`config.mk`:
```
export PLATFORM = sky130hd
export DESIGN_NAME = regfile_wb_ctrl
export DESIGN_NICKNAME = d
export VERILOG_FILES = /design/src/rtl/rv32_pkg.sv /design/src/rtl/wb_arbiter.sv /design/src/rtl/regfile_wb_ctrl.sv
export SDC_FILE = /design/constraint.sdc
export NUM_CORES = 1
export LEC_CHECK = 0
export BUFFER_PORTS_ARGS = -buffer_cell sky130_fd_sc_hd__buf_2
export CORE_MARGIN = 5
export CORE_UTILIZATION = 40
export CTS_BUF_LIST = sky130_fd_sc_hd__clkbuf_4 sky130_fd_sc_hd__clkbuf_8
export CTS_CLUSTER_DIAMETER = 30
export DETAILED_ROUTE_END_ITERATION = 16
export PLACE_DENSITY = 0.71
export SLEW_MARGIN = 20
export SYNTH_ARGS = -nofsm -noshare
export SYNTH_HDL_FRONTEND = slang
export SYNTH_SLANG_ARGS = --single-unit
```
`constraint.sdc`:
```
create_clock -name clk_i -period 3 [get_ports clk_i]
set_clock_uncertainty 0.1 [all_clocks]
set_input_delay 0.3 -clock clk_i [delete_from_list [all_inputs] [get_ports clk_i]]
set_output_delay 0.3 -clock clk_i [all_outputs]
set_load 0.01 [all_outputs]
```
`src/rtl/rv32_pkg.sv`:
```
// Shared RV32 constants and the write-back request bundle used by the register-file
// write-back controller and its arbiter.
package rv32_pkg;

   localparam int REG_ADDR_W = 5;
   localparam int NUM_REGS   = 32;
   localparam int XLEN       = 32;

   localparam int WB_REQ_LSU = 0;
   localparam int WB_REQ_ALU = 1;

   typedef struct packed {
      logic                  valid;
      logic [REG_ADDR_W-1:0] addr;
      logic [XLEN-1:0]       data;
   } wb_req_t;

endpackage

```
`src/rtl/wb_arbiter.sv`:
```
// Two-way write-back arbiter with a one-hot grant, indexed by WB_REQ_LSU / WB_REQ_ALU.
// WB_RR_ARB_EN selects round-robin; otherwise the LSU has fixed priority over the ALU.
module wb_arbiter (
   input  logic       clk_i,
   input  logic       rst_i,
   input  logic [1:0] req_i,
   output logic [1:0] gnt_o
);
   import rv32_pkg::*;

`ifdef WB_RR_ARB_EN
   logic r_prio_alu;
   logic w_contended;

   assign w_contended = &req_i;

   // Only a contended grant moves the pointer; lone requesters leave it alone.
   always_ff @(posedge clk_i) begin
      if (rst_i) begin
         r_prio_alu <= 1'b0;
      end else if (w_contended) begin
         r_prio_alu <= ~r_prio_alu;
      end
   end

   always_comb begin
      gnt_o = 2'b00;
      if (w_contended) begin
         if (r_prio_alu) gnt_o[WB_REQ_ALU] = 1'b1;
         else            gnt_o[WB_REQ_LSU] = 1'b1;
      end else begin
         gnt_o = req_i;
      end
   end
`else
   logic w_unused;

   assign w_unused = clk_i ^ rst_i;

   always_comb begin
      gnt_o = 2'b00;
      if (req_i[WB_REQ_LSU])      gnt_o[WB_REQ_LSU] = 1'b1;
      else if (req_i[WB_REQ_ALU]) gnt_o[WB_REQ_ALU] = 1'b1;
   end
`endif

endmodule

```
`src/rtl/regfile_wb_ctrl.sv`:
```
// Register-file write-back controller: busy-bit scoreboard with RAW/WAW issue stall, and
// ALU/LSU arbitration onto the single registered RF write port (WB_RR_ARB_EN selects round-robin).
module regfile_wb_ctrl #(
   parameter int NUM_REGS = rv32_pkg::NUM_REGS,
   parameter int XLEN     = rv32_pkg::XLEN
) (
   input  logic                            clk_i,
   input  logic                            rst_i,
   input  logic                            iss_valid_i,
   input  logic [rv32_pkg::REG_ADDR_W-1:0] iss_rs1_i,
   input  logic [rv32_pkg::REG_ADDR_W-1:0] iss_rs2_i,
   input  logic                            iss_rs1_use_i,
   input  logic                            iss_rs2_use_i,
   input  logic [rv32_pkg::REG_ADDR_W-1:0] iss_rd_i,
   input  logic                            iss_rd_wr_i,
   output logic                            iss_stall_o,
   input  logic                            alu_wb_valid_i,
   input  logic [rv32_pkg::REG_ADDR_W-1:0] alu_wb_addr_i,
   input  logic [XLEN-1:0]                 alu_wb_data_i,
   output logic                            alu_wb_ready_o,
   input  logic                            lsu_wb_valid_i,
   input  logic [rv32_pkg::REG_ADDR_W-1:0] lsu_wb_addr_i,
   input  logic [XLEN-1:0]                 lsu_wb_data_i,
   output logic                            lsu_wb_ready_o,
   output logic                            rf_wen_o,
   output logic [rv32_pkg::REG_ADDR_W-1:0] rf_waddr_o,
   output logic [XLEN-1:0]                 rf_wdata_o,
   output logic [NUM_REGS-1:0]             busy_o
);
   import rv32_pkg::*;

   wb_req_t [1:0]         w_req;
   wb_req_t               w_win;
   logic [1:0]            w_gnt;
   logic                  w_any_gnt;
   logic                  w_fire;
   logic [NUM_REGS-1:0]   w_busy_nxt;
   logic [NUM_REGS-1:0]   r_busy;
   logic                  r_wen;
   logic [REG_ADDR_W-1:0] r_waddr;
   logic [XLEN-1:0]       r_wdata;

   assign w_req[WB_REQ_LSU] = '{valid: lsu_wb_valid_i, addr: lsu_wb_addr_i, data: lsu_wb_data_i};
   assign w_req[WB_REQ_ALU] = '{valid: alu_wb_valid_i, addr: alu_wb_addr_i, data: alu_wb_data_i};

   wb_arbiter u_arb (
      .clk_i (clk_i),
      .rst_i (rst_i),
      .req_i ({w_req[WB_REQ_ALU].valid, w_req[WB_REQ_LSU].valid}),
      .gnt_o (w_gnt)
   );

   assign alu_wb_ready_o = w_gnt[WB_REQ_ALU];
   assign lsu_wb_ready_o = w_gnt[WB_REQ_LSU];
   assign w_any_gnt      = |w_gnt;
   assign w_win          = w_gnt[WB_REQ_ALU] ? w_req[WB_REQ_ALU] : w_req[WB_REQ_LSU];

   assign iss_stall_o = iss_valid_i & ((iss_rs1_use_i & r_busy[iss_rs1_i]) |
                                       (iss_rs2_use_i & r_busy[iss_rs2_i]) |
                                       (iss_rd_wr_i   & r_busy[iss_rd_i]));
   assign w_fire      = iss_valid_i & ~iss_stall_o;

   // Clear from the landing write first, then set from issue, so a new writer wins a collision.
   always_comb begin
      w_busy_nxt = r_busy;
      if (r_wen) begin
         w_busy_nxt[r_waddr] = 1'b0;
      end
      if (w_fire && iss_rd_wr_i && (iss_rd_i != '0)) begin
         w_busy_nxt[iss_rd_i] = 1'b1;
      end
      w_busy_nxt[0] = 1'b0;
   end

   always_ff @(posedge clk_i) begin
      if (rst_i) begin
         r_busy <= '0;
      end else begin
         r_busy <= w_busy_nxt;
      end
   end

   // An accepted x0 write is consumed here without ever raising the RF write enable.
   always_ff @(posedge clk_i) begin
      if (rst_i) begin
         r_wen   <= 1'b0;
         r_waddr <= '0;
         r_wdata <= '0;
      end else begin
         r_wen <= w_any_gnt && (w_win.addr != '0);
         if (w_any_gnt) begin
            r_waddr <= w_win.addr;
            r_wdata <= w_win.data;
         end
      end
   end

   assign rf_wen_o   = r_wen;
   assign rf_waddr_o = r_waddr;
   assign rf_wdata_o = r_wdata;
   assign busy_o     = r_busy;

endmodule

```
* Word level (Yosys, flattened, before mapping)
Index checks and enable logic that the tools add are counted.
Operators by class: add/sub/neg operators 0, $mul 0, divide/modulo/power cells 0, magnitude comparators 6, equal/unequal tests 0, shifts and indexed selects 0, muxes and demuxes 16, bitwise operators 11, reduce and logical (&&, ||, !) cells 8
Operators by type and width (count):
- two-way mux 32 bit | 2
- two-way mux 37 bit | 1
- AND 32 bit | 1
- inverter 32 bit | 1
- OR 32 bit | 1
- less-than comparator 5 x 6 -> 1 bit, second input constant | 4
- binary-select mux 1 bit (select 5 bit) | 3
- demux 1 bit (select 5 bit) | 2
- >= comparator 5 x 1 -> 1 bit, second input constant | 2
- nonzero test 5 bit | 2
- two-way mux 1 bit | 8
- AND 1 bit | 5
- logical AND 1 bit | 5
- OR 1 bit | 2
- OR reduction 2 bit | 1
- inverter 1 bit | 1
Storage, ports and cells: register bits after elaboration 70, bits in latches 0, bits in writable memories 0, ROM bits 0, output and inout bits 73, word-level logic and storage cells 46, memories 0

* Depth between registers and ports, before layout
Gate-level depths: netlist of run 1.
word-level depth 11, gate-level depth with buffers 9

* By module
From an unflattened synthesis of run 1, not the netlist that was laid out.
Unflattened totals: cells, all modules 521, area, all modules 4344.2 um^2
By module, submodules not included:
- regfile_wb_ctrl | times used 1, cells an instance 519, area an instance 4322.9 um^2, seq. area each 1381.3 um^2
- wb_arbiter | times used 1, cells an instance 2, area an instance 21.3 um^2, seq. area each 0.0 um^2

* Least setup slack after synthesis of run 1
OpenSTA, ideal clock, no wires.
path kind input port to flip-flop, from in iss_rd_i[1] (netlist name), to reg r_busy[12] (netlist: busy_o[12]), setup time 0.101 ns, data arrival time 2.159 ns, slack 0.640 ns, cell stages on the path 9, path through clkbuf_1 clkbuf_1 mux2_2 o21bai_1 o22ai_1 a21oi_1 nand3_2 buf_4 o41ai_1
Between the ends: longest elaborated chain between the ends 10, elaborated cells between the ends (all ways) 17
RTL lines:
- start: declaration | RTL line regfile_wb_ctrl.sv:14 | input logic [rv32_pkg::REG_ADDR_W-1:0] iss_rd_i,
- binary-select mux 1 bit (select 5 bit) | RTL line regfile_wb_ctrl.sv:60 | (iss_rd_wr_i & r_busy[iss_rd_i]));
- two-way mux 1 bit (not written as such) | RTL line regfile_wb_ctrl.sv:60
- AND 1 bit | RTL line regfile_wb_ctrl.sv:60
- OR 1 bit | RTL line regfile_wb_ctrl.sv:59 | (iss_rs2_use_i & r_busy[iss_rs2_i]) |
- AND 1 bit | RTL line regfile_wb_ctrl.sv:58 | assign iss_stall_o = iss_valid_i & ((iss_rs1_use_i & r_busy[iss_rs1_i]) |
- inverter 1 bit | RTL line regfile_wb_ctrl.sv:61 | assign w_fire = iss_valid_i & ~iss_stall_o;
- AND 1 bit | RTL line regfile_wb_ctrl.sv:61
- logical AND 1 bit (2 in a row) | RTL line regfile_wb_ctrl.sv:69 | if (w_fire && iss_rd_wr_i && (iss_rd_i != '0)) begin
- two-way mux 32 bit * | RTL line regfile_wb_ctrl.sv:69
- end signal: assignment | RTL line regfile_wb_ctrl.sv:79 | r_busy <= w_busy_nxt;
- end: declaration | RTL line regfile_wb_ctrl.sv:38 | logic [NUM_REGS-1:0] r_busy;
Mark *: on every way between the ends. The rest lies on a longest branch, timed or not. The select of a mux whose other input is x is not followed. A chain may end at the register's enable or synchronous reset.

* Worst setup path after layout of run 1
from reg r_busy[11] (netlist: busy_o[11]), to out iss_stall_o
Between the ends: longest elaborated chain between the ends 6, elaborated cells between the ends (all ways) 12
RTL lines:
- binary-select mux 1 bit (select 5 bit) (on tied branches) | RTL line regfile_wb_ctrl.sv:58, regfile_wb_ctrl.sv:59
- two-way mux 1 bit (on tied branches) | RTL line regfile_wb_ctrl.sv:58, regfile_wb_ctrl.sv:59
- AND 1 bit (on tied branches) | RTL line regfile_wb_ctrl.sv:58, regfile_wb_ctrl.sv:59
- OR 1 bit | RTL line regfile_wb_ctrl.sv:58
- OR 1 bit * | RTL line regfile_wb_ctrl.sv:59
- AND 1 bit * | RTL line regfile_wb_ctrl.sv:58
- end: declaration | RTL line regfile_wb_ctrl.sv:16 | output logic iss_stall_o,
Marked as above.

==> impl_results.md, run 1 <==
- TritonRoute pass-1 iters: 5
- Status: completed
- IO Count: 170
- Total length of routed wires: 14300 um
- Critical path class: register to primary output
- Fraction of layout cells with a size suffix above 1: 34.6%
- Die X-Extent: 112 um
- Pre-CTS setup slack: 184 ps
- Worst-Skew Late Latency: 350 ps
- Global route overflow: 0
- Post-synthesis cell area: 4200 um2
- Max Cap Viol: 0
- First-pass GRT wire length: 22900 um
- Slew HR: 42.5%
- Critical path capture point type: primary output
- FP Rows: 37
- Area Growth Syn to Fin: 26.1%
- Deepest clock path buffer count: 2
- Die Span Y: 112 um
- CTS Sinks: 69
- Yosys warns: 0
- Fmax: 370 MHz
- Root Buffer: clkbuf_8
- Met3 routed WL: 1800 um
- Slowest-stage cell, CP: mux4_2
- DRT iter0 DRCs: 353
- Vias per cell: 5.65
- Syn nets: 604
- Crit path time final: 2700 ps
- Distinct cells, synth: 43
- LEAKAGE: 0.00242 uW
- Core area: 10300 um2
- Drc violations: 0
- Final hold violations: 0
- Die area: 12600 um2
- CTS Hold Bufs: 0
- Final number of max-transition violations: 0
- Power per Cell Area: 405 nW/um2
- Most frequent cells in the layout: buf_2, nor2_1, dfxtp_1
- Global Route Usage Sum: 22.2%
- RSZ-0062 raised after global routing: false
- Final RePlAce weighted congestion: 0.925
- Final period utilization: 90.2%
- Commonest non-fill, non-tap cell in the layout: buf_2
- Final Instance Count excl. Fillers: 792
- Via count: 4478
- Critical-path maximum fanout: 5
- Arrival time worst endpoint: 2300 ps
- HPWL after detailed placement: 10900 um
- Final ANT Viol Nets: 0
- H-tree depth: 3
- Max rail drop VDD: 0.257 mV
- Post-Place Cells: 776
- Worst setup SP type: register
- Num CTS Buffers: 9
- Largest net degree at the start of global routing: 45
- Initial antenna violation count: 0
- PnR worst setup slack: 295 ps
- # diodes: 0
- Class of the worst hold path: primary input to register
- #FFs+latches synth: 69
- Clock slew at reported path FFs: 70 ps
- Initial Util: 40.9%
- Clock tree from TritonCTS: done
- Crit path cell chain: mux2i_1 > mux4_2 > nor4b_1 > nor4_2 > a31oi_1 > buf_2
- Routed length per instance: 18.1 um
- Number of global-route vias before repair: 4442
- Worst Path Required: 2600 ps
- Postcts setup bufs: 0
- Final setup viols: 0
- Top Metal Used: met4
- Critical path's top delay family: multiplexers
- Buf/Inv on CP: 1
- Register area share after synthesis: 32.9%
- Resized cells post-CTS: 0
- Crit path largest cell delay: 490 ps
- Port Buffers: 168
- Avg Inst Size Synth: 8.28 um2
- Worst-Margin Slew: 856 ps
- Syn Inst Count: 507
- Nets: 748
- WL met2: 6530 um
- Met1 Wirelength: 5660 um
- Final TNS setup: 0 ps
==> worst min-delay path, cell delays in order <==
cell	delay, ps
buf_2	70
a21oi_1	50
nor2_1	70
==> area by class of cell <==
type	count	area, um2
fillers	979	4980
multi-input cells	390	2620
flip-flops and latches	69	1380
repair buffers	179	923
well taps	136	170
clock buffers	12	146
clock inverters	4	48.8
inverters	2	7.51
==> final timing paths <==
path                                         from        endpoint  slack (ps)  cells past startpoint
worst max-delay path                   busy_o[11]     iss_stall_o         300                      6
worst min-delay path            lsu_wb_data_i[18]  rf_wdata_o[18]          70                      3
worst max register to register          busy_o[8]      busy_o[17]         380                      6
worst min register to register          busy_o[1]       busy_o[1]         470                      2
==> per-stage QoR <==
step	total power, uW	area [um2]	utilization [%]	hold WS [ps]
after floorplan	1240	4200	-	343
after global placement	1380	5100	49.6	428
after detailed placement	1400	5100	49.6	435
after CTS	2160	5300	51.5	64.4
after global routing	2240	5300	51.5	75.2
final	2150	5300	51.5	73.2
==> sequential cells by signal (all words and copies together), names as in the netlist <==
| register | cells |
|---|---|
| rf_wen_o | 1 |
| rf_wdata_o | 32 |
| rf_waddr_o | 5 |
| busy_o | 31 |
==> kinds of logic (layout without fill, tap and decap cells) <==
group	count (synthesis)	after routing	share of synthesized area, %
other cells	1	1	0.0893
simple gates	209	209	25.0
flops	69	69	32.9
mux	73	73	22.2
compound gates	107	107	15.1
buf+inv	48	197	4.80
==> Yosys cell counts <==
cell type	n	area, um2
nor2_1	82	308
a211o_1	1	8.76
nor3_1	4	20.0
or2_2	2	12.5
o21bai_1	1	7.51
and3_1	3	18.8
a21oi_1	41	205
o41ai_2	1	16.3
a311oi_1	1	8.76
buf_2	5	25.0
nor4b_1	1	8.76
a31oi_1	1	6.26
nand3_1	15	75.1
nand3_2	1	10.0
nand4_1	6	37.5
buf_4	4	30.0
mux2i_1	48	480
o211ai_1	1	7.51
mux4_2	15	338
mux2_2	10	113
and3b_1	1	8.76
a221oi_1	1	8.76
o41ai_1	13	114
inv_1	2	7.51
clkbuf_1	34	128
conb_1	1	3.75
nand3b_1	20	150
o31ai_1	2	15.0
o22ai_1	6	37.5
nor3b_1	4	30.0
a211oi_1	1	7.51
or3_1	1	6.26
buf_1	3	11.3
nor2b_1	22	138
dfxtp_1	69	1380
nand2_1	33	124
nor4_2	2	25.0
nand2b_1	5	31.3
or3b_2	1	8.76
and2_1	2	12.5
nor4_1	4	25.0
o211a_1	1	10.0
o21ai_0	36	180
==> power breakdown <==
group	total, uW	switching [uW]	internal, uW
combinational	395	227	168
clock	768	357	411
sequential	983	30.9	952
total	2150	615	1530
==> routing by layer <==
layer	track usage (%)	vias up
met5	0	-
met4	8.41	0
met3	7.76	25
met2	35.4	271
met1	27.5	2068
li1	-	2114
Note: power is estimated with default switching activity, not from simulation.
==> run 2: changes to the inputs <==
Settings changed: ABC_AREA from default to 1.
==> run 2 against run 1 <==
Fmax up 16%. Sequential share of layout area down 0.50 points. Count of clock-buffer cells in the layout up 1. Die area up 3.2%. Via count up 14%. Critical path type unchanged. First-iteration DRC count up 27%. Sequential power about the same. Critical path depth up 5.
==> impl_results.md, run 2 <==
- Global route overflow: 0 (unchanged)
- Worst setup SP type: register (unchanged)
- Core area: 10700 um2 (was 10300 um2)
- Resized cells post-CTS: 0 (unchanged)
- Die X-Extent: 114 um (was 112 um)
- R2r startpoint: busy_o[6] (was busy_o[8])
- Commonest non-fill, non-tap cell in the layout: nand2_1 (was buf_2)
- IO Count: 170 (unchanged)
- Status: completed (unchanged)
- #FFs+latches synth: 69 (unchanged)
- Register share of total power: 47.4% (was 45.8%)
- Number of global-route vias before repair: 4654 (was 4442)
- Post-synthesis cell area: 4350 um2 (was 4200 um2)
- Final setup viols: 0 (unchanged)
- CTS Sinks: 69 (unchanged)
- Sw frac: 30.0% (was 28.7%)
- Root Buffer: clkbuf_8 (unchanged)
- Most frequent cells in the layout: nand2_1, buf_2, nand3_1 (was buf_2, nor2_1, dfxtp_1)
- Nets: 979 (was 748)
- Port Buffers: 168 (unchanged)
- Clock slew at reported path FFs: 80 ps (was 70 ps)
- Clock Power Share: 32.7% (was 35.8%)
- Max rail drop VDD: 0.241 mV (was 0.257 mV)
- Worst r2r path cells: 12 (was 6)
- Power per Cell Area: 384 nW/um2 (was 405 nW/um2)
- Logic gate share of total power: 19.9% (was 18.4%)
- Initial antenna violation count: 0 (unchanged)
- Clock tree from TritonCTS: done (unchanged)
- EDFF count, synth: 0 (unchanged)
- Fraction of layout cells with a size suffix above 1: 23.8% (was 34.6%)
- Global Route Usage Sum: 21.8% (was 22.2%)
- Syn nets: 828 (was 604)
- Syn Inst Count: 731 (was 507)
- Yosys top cell area share: 31.8% (was 32.9%)
- Initial Util: 40.4% (was 40.9%)
- H-tree depth: 3 (unchanged)
- Critical path capture point type: primary output (unchanged)
- CTS Hold Bufs: 0 (unchanged)
- Total length of routed wires: 14500 um (was 14300 um)
- Final period utilization: 77.6% (was 90.2%)
- FF-to-FF End: busy_o[22] (was busy_o[17])
- Num CTS Buffers: 9 (unchanged)
- Max Cap Viol: 0 (unchanged)
- FP Rows: 38 (was 37)
- FF-to-FF setup slack: 1040 ps (was 380 ps)
- DRT iter0 DRCs: 450 (was 353)
- Class of the worst hold path: primary input to register (unchanged)
- Final TNS setup: 0 ps (unchanged)
- Arrival time worst endpoint: 1930 ps (was 2300 ps)
- First-pass GRT wire length: 23200 um (was 22900 um)
- # diodes: 0 (unchanged)
- Die area: 13000 um2 (was 12600 um2)
- Final hold violations: 0 (unchanged)
- Largest net degree at the start of global routing: 37 (was 45)
- Via count: 5089 (was 4478)
- Routed length per instance: 14.1 um (was 18.1 um)
- TritonRoute pass-1 iters: 5 (unchanged)
- CP endpoint: iss_stall_o (unchanged)
- Ranking of synthesized cells by area: dfxtp_1, nand2_1, nand3_1 (was dfxtp_1, mux2i_1, mux4_2)
- Net Sw Power: 622 uW (was 615 uW)
- RSZ-0062 raised after global routing: false (unchanged)
- Critical-path maximum fanout: 4 (was 5)
- Synth area leader: dfxtp_1 (unchanged)
- Deepest clock path buffer count: 2 (unchanged)
- Crit path time final: 2330 ps (was 2700 ps)
- Yosys warns: 0 (unchanged)
- HPWL after detailed placement: 11200 um (was 10900 um)
- WHS Path Cells: 5 (was 3)
- Worst-Skew Late Latency: 340 ps (was 350 ps)
- Fin util: 50.2% (was 51.5%)
- Crit path launch: busy_o[6] (was busy_o[11])
- Avg Inst Size Synth: 5.94 um2 (was 8.28 um2)
- Top FF cell, synth: dfxtp_1 (unchanged)
- Number of flip-flops in the largest register: 32 (unchanged)
- Pint: 1450 uW (was 1530 uW)
- Fmax: 429 MHz (was 370 MHz)
- Final ANT Viol Nets: 0 (unchanged)
- Postcts setup bufs: 0 (unchanged)
- Hold WS: 134 ps (was 73.2 ps)
- Vias per cell: 4.96 (was 5.65)
- Die Span Y: 114 um (was 112 um)
- Area Growth Syn to Fin: 24.2% (was 26.1%)
- Final RePlAce weighted congestion: 0.908 (was 0.925)
- Distinct cells, synth: 25 (was 43)
- Drc violations: 0 (unchanged)
- Register area share after synthesis: 31.8% (was 32.9%)
- Synth cell count leaders: nand2_1, nand3_1, inv_1, dfxtp_1, o21ai_0 (was nor2_1, dfxtp_1, mux2i_1, a21oi_1, o21ai_0)
- Most numerous cell in the Yosys netlist: nand2_1 (was nor2_1)
- Critical path class: register to primary output (unchanged)
- Filler cells: 1185 (was 979)
- Final number of max-transition violations: 0 (unchanged)
- Worst Path Required: 2600 ps (about the same)
- LEAKAGE: 0.00281 uW (was 0.00242 uW)
- Ys async rst share: 0% (unchanged)
[run 2: power by group through the flow]
stage	Clock (uW)	Combinational, uW	Sequential [uW]
finish	676	413	981
global route	738	460	987
CTS	695	413	981
detailed placement	0	412	1000
global placement	0	411	1000
floorplan	0	239	1010
[run 2: final cells by class]
type                            instances  area, um2  share of cell area [%]
Multi-Input combinational cell        530       2390                    44.3
Sequential cell                        69       1380                    25.6
Timing Repair Buffer                  177        921                    17.1
Inverter                               95        357                    6.61
Tap cell                              140        175                    3.25
Clock buffer                           13        160                    2.97
Clock inverter                          2       10.0                   0.185
[run 2: routing by layer]
metal | vias up | track usage [%] | routed length [um]
met5 | - | 0 | 0
met3 | 16 | 6.61 | 1490
met2 | 246 | 34.7 | 6600
met4 | 0 | 6.41 | 127
li1 | 2608 | - | -
met1 | 2219 | 28.6 | 6300
[run 2: worst max-delay path, stage by stage, from the launching register on]
cell,delay (ps)
dfxtp_1,400
inv_1,80
o21ai_0,180
nand2_1,80
nand3_1,80
nand3_1,60
nand2_1,60
nor2_1,40
nor2_1,240
o21ai_0,170
inv_1,70
buf_2,120
[run 2: logic make-up after synthesis]
group	Yosys count	share of synthesized area, %
flip-flops	69	31.8
other	1	0.0863
AND/OR/NAND/NOR	432	42.6
buffers and inverters	132	13.2
multiplexers	5	1.18
AO/OA/AOI/OAI	92	11.1
[run 2: how the worst min path moves through the flow]
stage	from	to	slack [ps]
after global placement	busy_o[4]	busy_o[4]	420
after detailed placement	busy_o[4]	busy_o[4]	410
final	alu_wb_data_i[9]	rf_wdata_o[9]	130
after floorplan	alu_wb_data_i[0]	rf_wdata_o[0]	390
after global routing	alu_wb_data_i[8]	rf_wdata_o[8]	140
after CTS	alu_wb_data_i[9]	rf_wdata_o[9]	120
[run 2: stage by stage]
step,setup slack (ps),instances,cell area (um2),total power [uW]
after floorplan,1200,731,4350,1250
after CTS,632,1026,5400,2090
after global routing,507,1026,5400,2180
after detailed placement,693,1011,5230,1410
final,671,1026,5400,2070
after global placement,729,1011,5230,1410
==> run 3: changes to the inputs <==
Settings changed: PLACE_DENSITY 0.71 to 0.73.
Clock period 3 ns to 2.1 ns, I/O delays scaled along.
==> run 3 against run 2 <==
Wire length decreased by 0.70%. Worst hold slack got worse by 86 ps. Global-route usage decreased by 0.38 points. Worst setup slack got worse by 600 ps. Die area unchanged. Final area increased by 4.8%. Critical path type unchanged. Critical endpoint unchanged.
==> impl_results.md, run 3 (synthesized netlist as in run 2, its figures left out) <==
- HPWL after detailed placement: 11300 um (was 11200 um)
- Largest net degree at the start of global routing: 35 (was 37)
- Worst setup SP type: register (unchanged)
- Critical-path maximum fanout: 5 (was 4)
- Number of flip-flops in the largest register: 32 (unchanged)
- Final number of max-transition violations: 0 (unchanged)
- Vias per cell: 5.02 (was 4.96)
- Drc violations: 0 (unchanged)
- Global Route Usage Sum: 21.4% (was 21.8%)
- Final ANT Viol Nets: 0 (unchanged)
- LEAKAGE: 0.00293 uW (was 0.00281 uW)
- Critical path capture point type: primary output (unchanged)
- Slowest-stage cell, CP: dfxtp_1 (unchanged)
- Number of global-route vias before repair: 4761 (was 4654)
- Crit path cell chain: nand2_1 > nor2_1 > nor2_1 > nand2_1 > nand3_1 > nand3_1 > nand3_1 > nand2_2 > o21ai_2 > inv_1 > buf_2 (was inv_1 > o21ai_0 > nand2_1 > nand3_1 > nand3_1 > nand2_1 > nor2_1 > nor2_1 > o21ai_0 > inv_1 > buf_2)
- Filler cells: 1125 (was 1185)
- Nets: 996 (was 979)
- Die area: 13000 um2 (unchanged)
- RSZ-0062 raised after global routing: true (was false)
- Most used cell, CP: nand3_1
- H-tree depth: 3 (unchanged)
- Final hold violations: 0 (unchanged)
- CTS Hold Bufs: 0 (unchanged)
- Logic gate share of total power: 21.2% (was 19.9%)
- Post-Place Cells: 1024 (was 1011)
- Via count: 5236 (was 5089)
- Worst-Margin Slew: 637 ps
- Class of the worst hold path: primary input to register (unchanged)
- Slew HR: 57.3%
- Die X-Extent: 114 um (unchanged)
- Core area: 10700 um2 (unchanged)
- FF-to-FF setup slack: 200 ps (was 1040 ps)
- Final RePlAce weighted congestion: 0.985 (was 0.908)
- Crit path largest cell delay: 380 ps (was 400 ps)
- FP Rows: 38 (unchanged)
- CTS Sinks: 69 (unchanged)
- Crit path time final: 2030 ps
- Routed length per instance: 13.8 um (was 14.1 um)
- Die Span Y: 114 um (unchanged)
- Port Buffers: 168 (unchanged)
- Clock Power Share: 32.0% (was 32.7%)
- Multi-input logic area: 2430 um2 (was 2390 um2)
- First-pass GRT wire length: 22700 um (was 23200 um)
- Root Buffer: clkbuf_8 (unchanged)
- Seq. cell area: 1440 um2 (was 1380 um2)
- Critical path class: register to primary output (unchanged)
- Num CTS Buffers: 9 (unchanged)
- TritonRoute pass-1 iters: 5 (unchanged)
- Total length of routed wires: 14400 um (was 14500 um)
- Max Cap Viol: 0 (unchanged)
- Deepest clock path buffer count: 2 (unchanged)
- Initial antenna violation count: 0 (unchanged)
- Final Instance Count excl. Fillers: 1043 (was 1026)
- Initial Util: 40.4% (unchanged)
- Area Growth Syn to Fin: 30.1% (was 24.2%)
- Final setup viols: 0 (unchanged)
- Register share of total power: 46.8% (was 47.4%)
- Sw frac: 30.6% (was 30.0%)
- Final period utilization: 96.6%
- Most frequent cells in the layout: nand2_1, buf_2, nand3_1 (unchanged)
- Max rail drop VDD: 0.435 mV (was 0.241 mV)
- Worst Path Required: 1790 ps (was 2600 ps)
- Total power: 2960 uW (was 2070 uW)
- Power per Cell Area: 524 nW/um2 (was 384 nW/um2)
- Net Sw Power: 907 uW (was 622 uW)
- # diodes: 0 (unchanged)
- Status: completed (unchanged)
- Global route overflow: 0 (unchanged)
- Fraction of layout cells with a size suffix above 1: 30.1% (was 23.8%)
- Clock slew at reported path FFs: 80 ps (about the same)
- Arrival time worst endpoint: 1720 ps (was 1930 ps)
- Worst-Skew Late Latency: 340 ps (about the same)
- Clock tree from TritonCTS: done (unchanged)
- Pint: 2060 uW (was 1450 uW)
- DRT iter0 DRCs: 408 (was 450)
- Commonest non-fill, non-tap cell in the layout: nand2_1 (unchanged)
- Fmax: 493 MHz
- IO Count: 170 (unchanged)
==> run 3: cell types whose count changed in the layout (fill, tap and decap cells not counted), sizes merged <==
cell,previous run,this run
buf,177,193
clkbuf,13,12
clkinvlp,0,2
==> run 3: power by group through the flow <==
stage	sequential [uW]	clock, uW	combinational, uW
2_1_floorplan	1450	0	341
3_3_place_gp	1430	0	614
3_5_place_dp	1430	0	616
4_1_cts	1400	975	620
5_1_grt	1400	1030	698
6_report	1390	948	630
==> run 3: layer usage <==
metal  vias to the layer above  GRT usage, %  routed length (um)
li1                       2657             -                   -
met1                      2290          27.6                6070
met5                         -             0                   0
met4                         0          5.94                 234
met2                       263          35.1                6560
met3                        26          6.13                1550
==> run 3: worst max-delay path, delay by kind of cell, from the launching register on <==
family	cells	cell delay [ps]
flip-flops	1	380
AO/OA/AOI/OAI	1	160
buffers and inverters	2	180
AND/OR/NAND/NOR	8	670
==> run 3: final timing paths <==
kind,startpoint,end,cells past startpoint
max,busy_o[1],iss_stall_o,11
min,alu_wb_data_i[16],rf_wdata_o[16],5
max reg2reg,busy_o[1],busy_o[17],13
min reg2reg,busy_o[12],busy_o[12],2
==> run 3: cell type report <==
| type | count | area share, % |
|---|---|---|
| repair buffers | 194 | 19.0 |
| multi-input cells | 530 | 43.0 |
| flip-flops and latches | 69 | 25.5 |
| inverters | 95 | 6.31 |
| clock inverters | 4 | 0.443 |
| well taps | 140 | 3.10 |
| clock buffers | 11 | 2.57 |
==> run 3: per-stage QoR <==
step / setup TNS (ps) / hold WS [ps] / instance area, um2 / utilization (%) / worst slack (ps)
2_1_floorplan: 0 / 301 / 4350 / - / 441
3_3_place_gp: 0 / 391 / 5350 / 49.8 / 87.0
3_5_place_dp: 0 / 397 / 5350 / 49.8 / 44.8
4_1_cts: 0 / 37.3 / 5530 / 51.4 / 10.5
5_1_grt: -31.3 / 56.3 / 5650 / 52.6 / -31.3
6_report: 0 / 48.1 / 5650 / 52.6 / 71.6
==> run 3: repair_timing <==
| item | 4_1_cts | 5_1_grt |
|---|---|---|
| setup buffers | 0 | 5 |
| endpoints found under the setup margin | 1 | 1 |
| resized for setup | 3 | 64 |
| pin swaps | 1 | 14 |
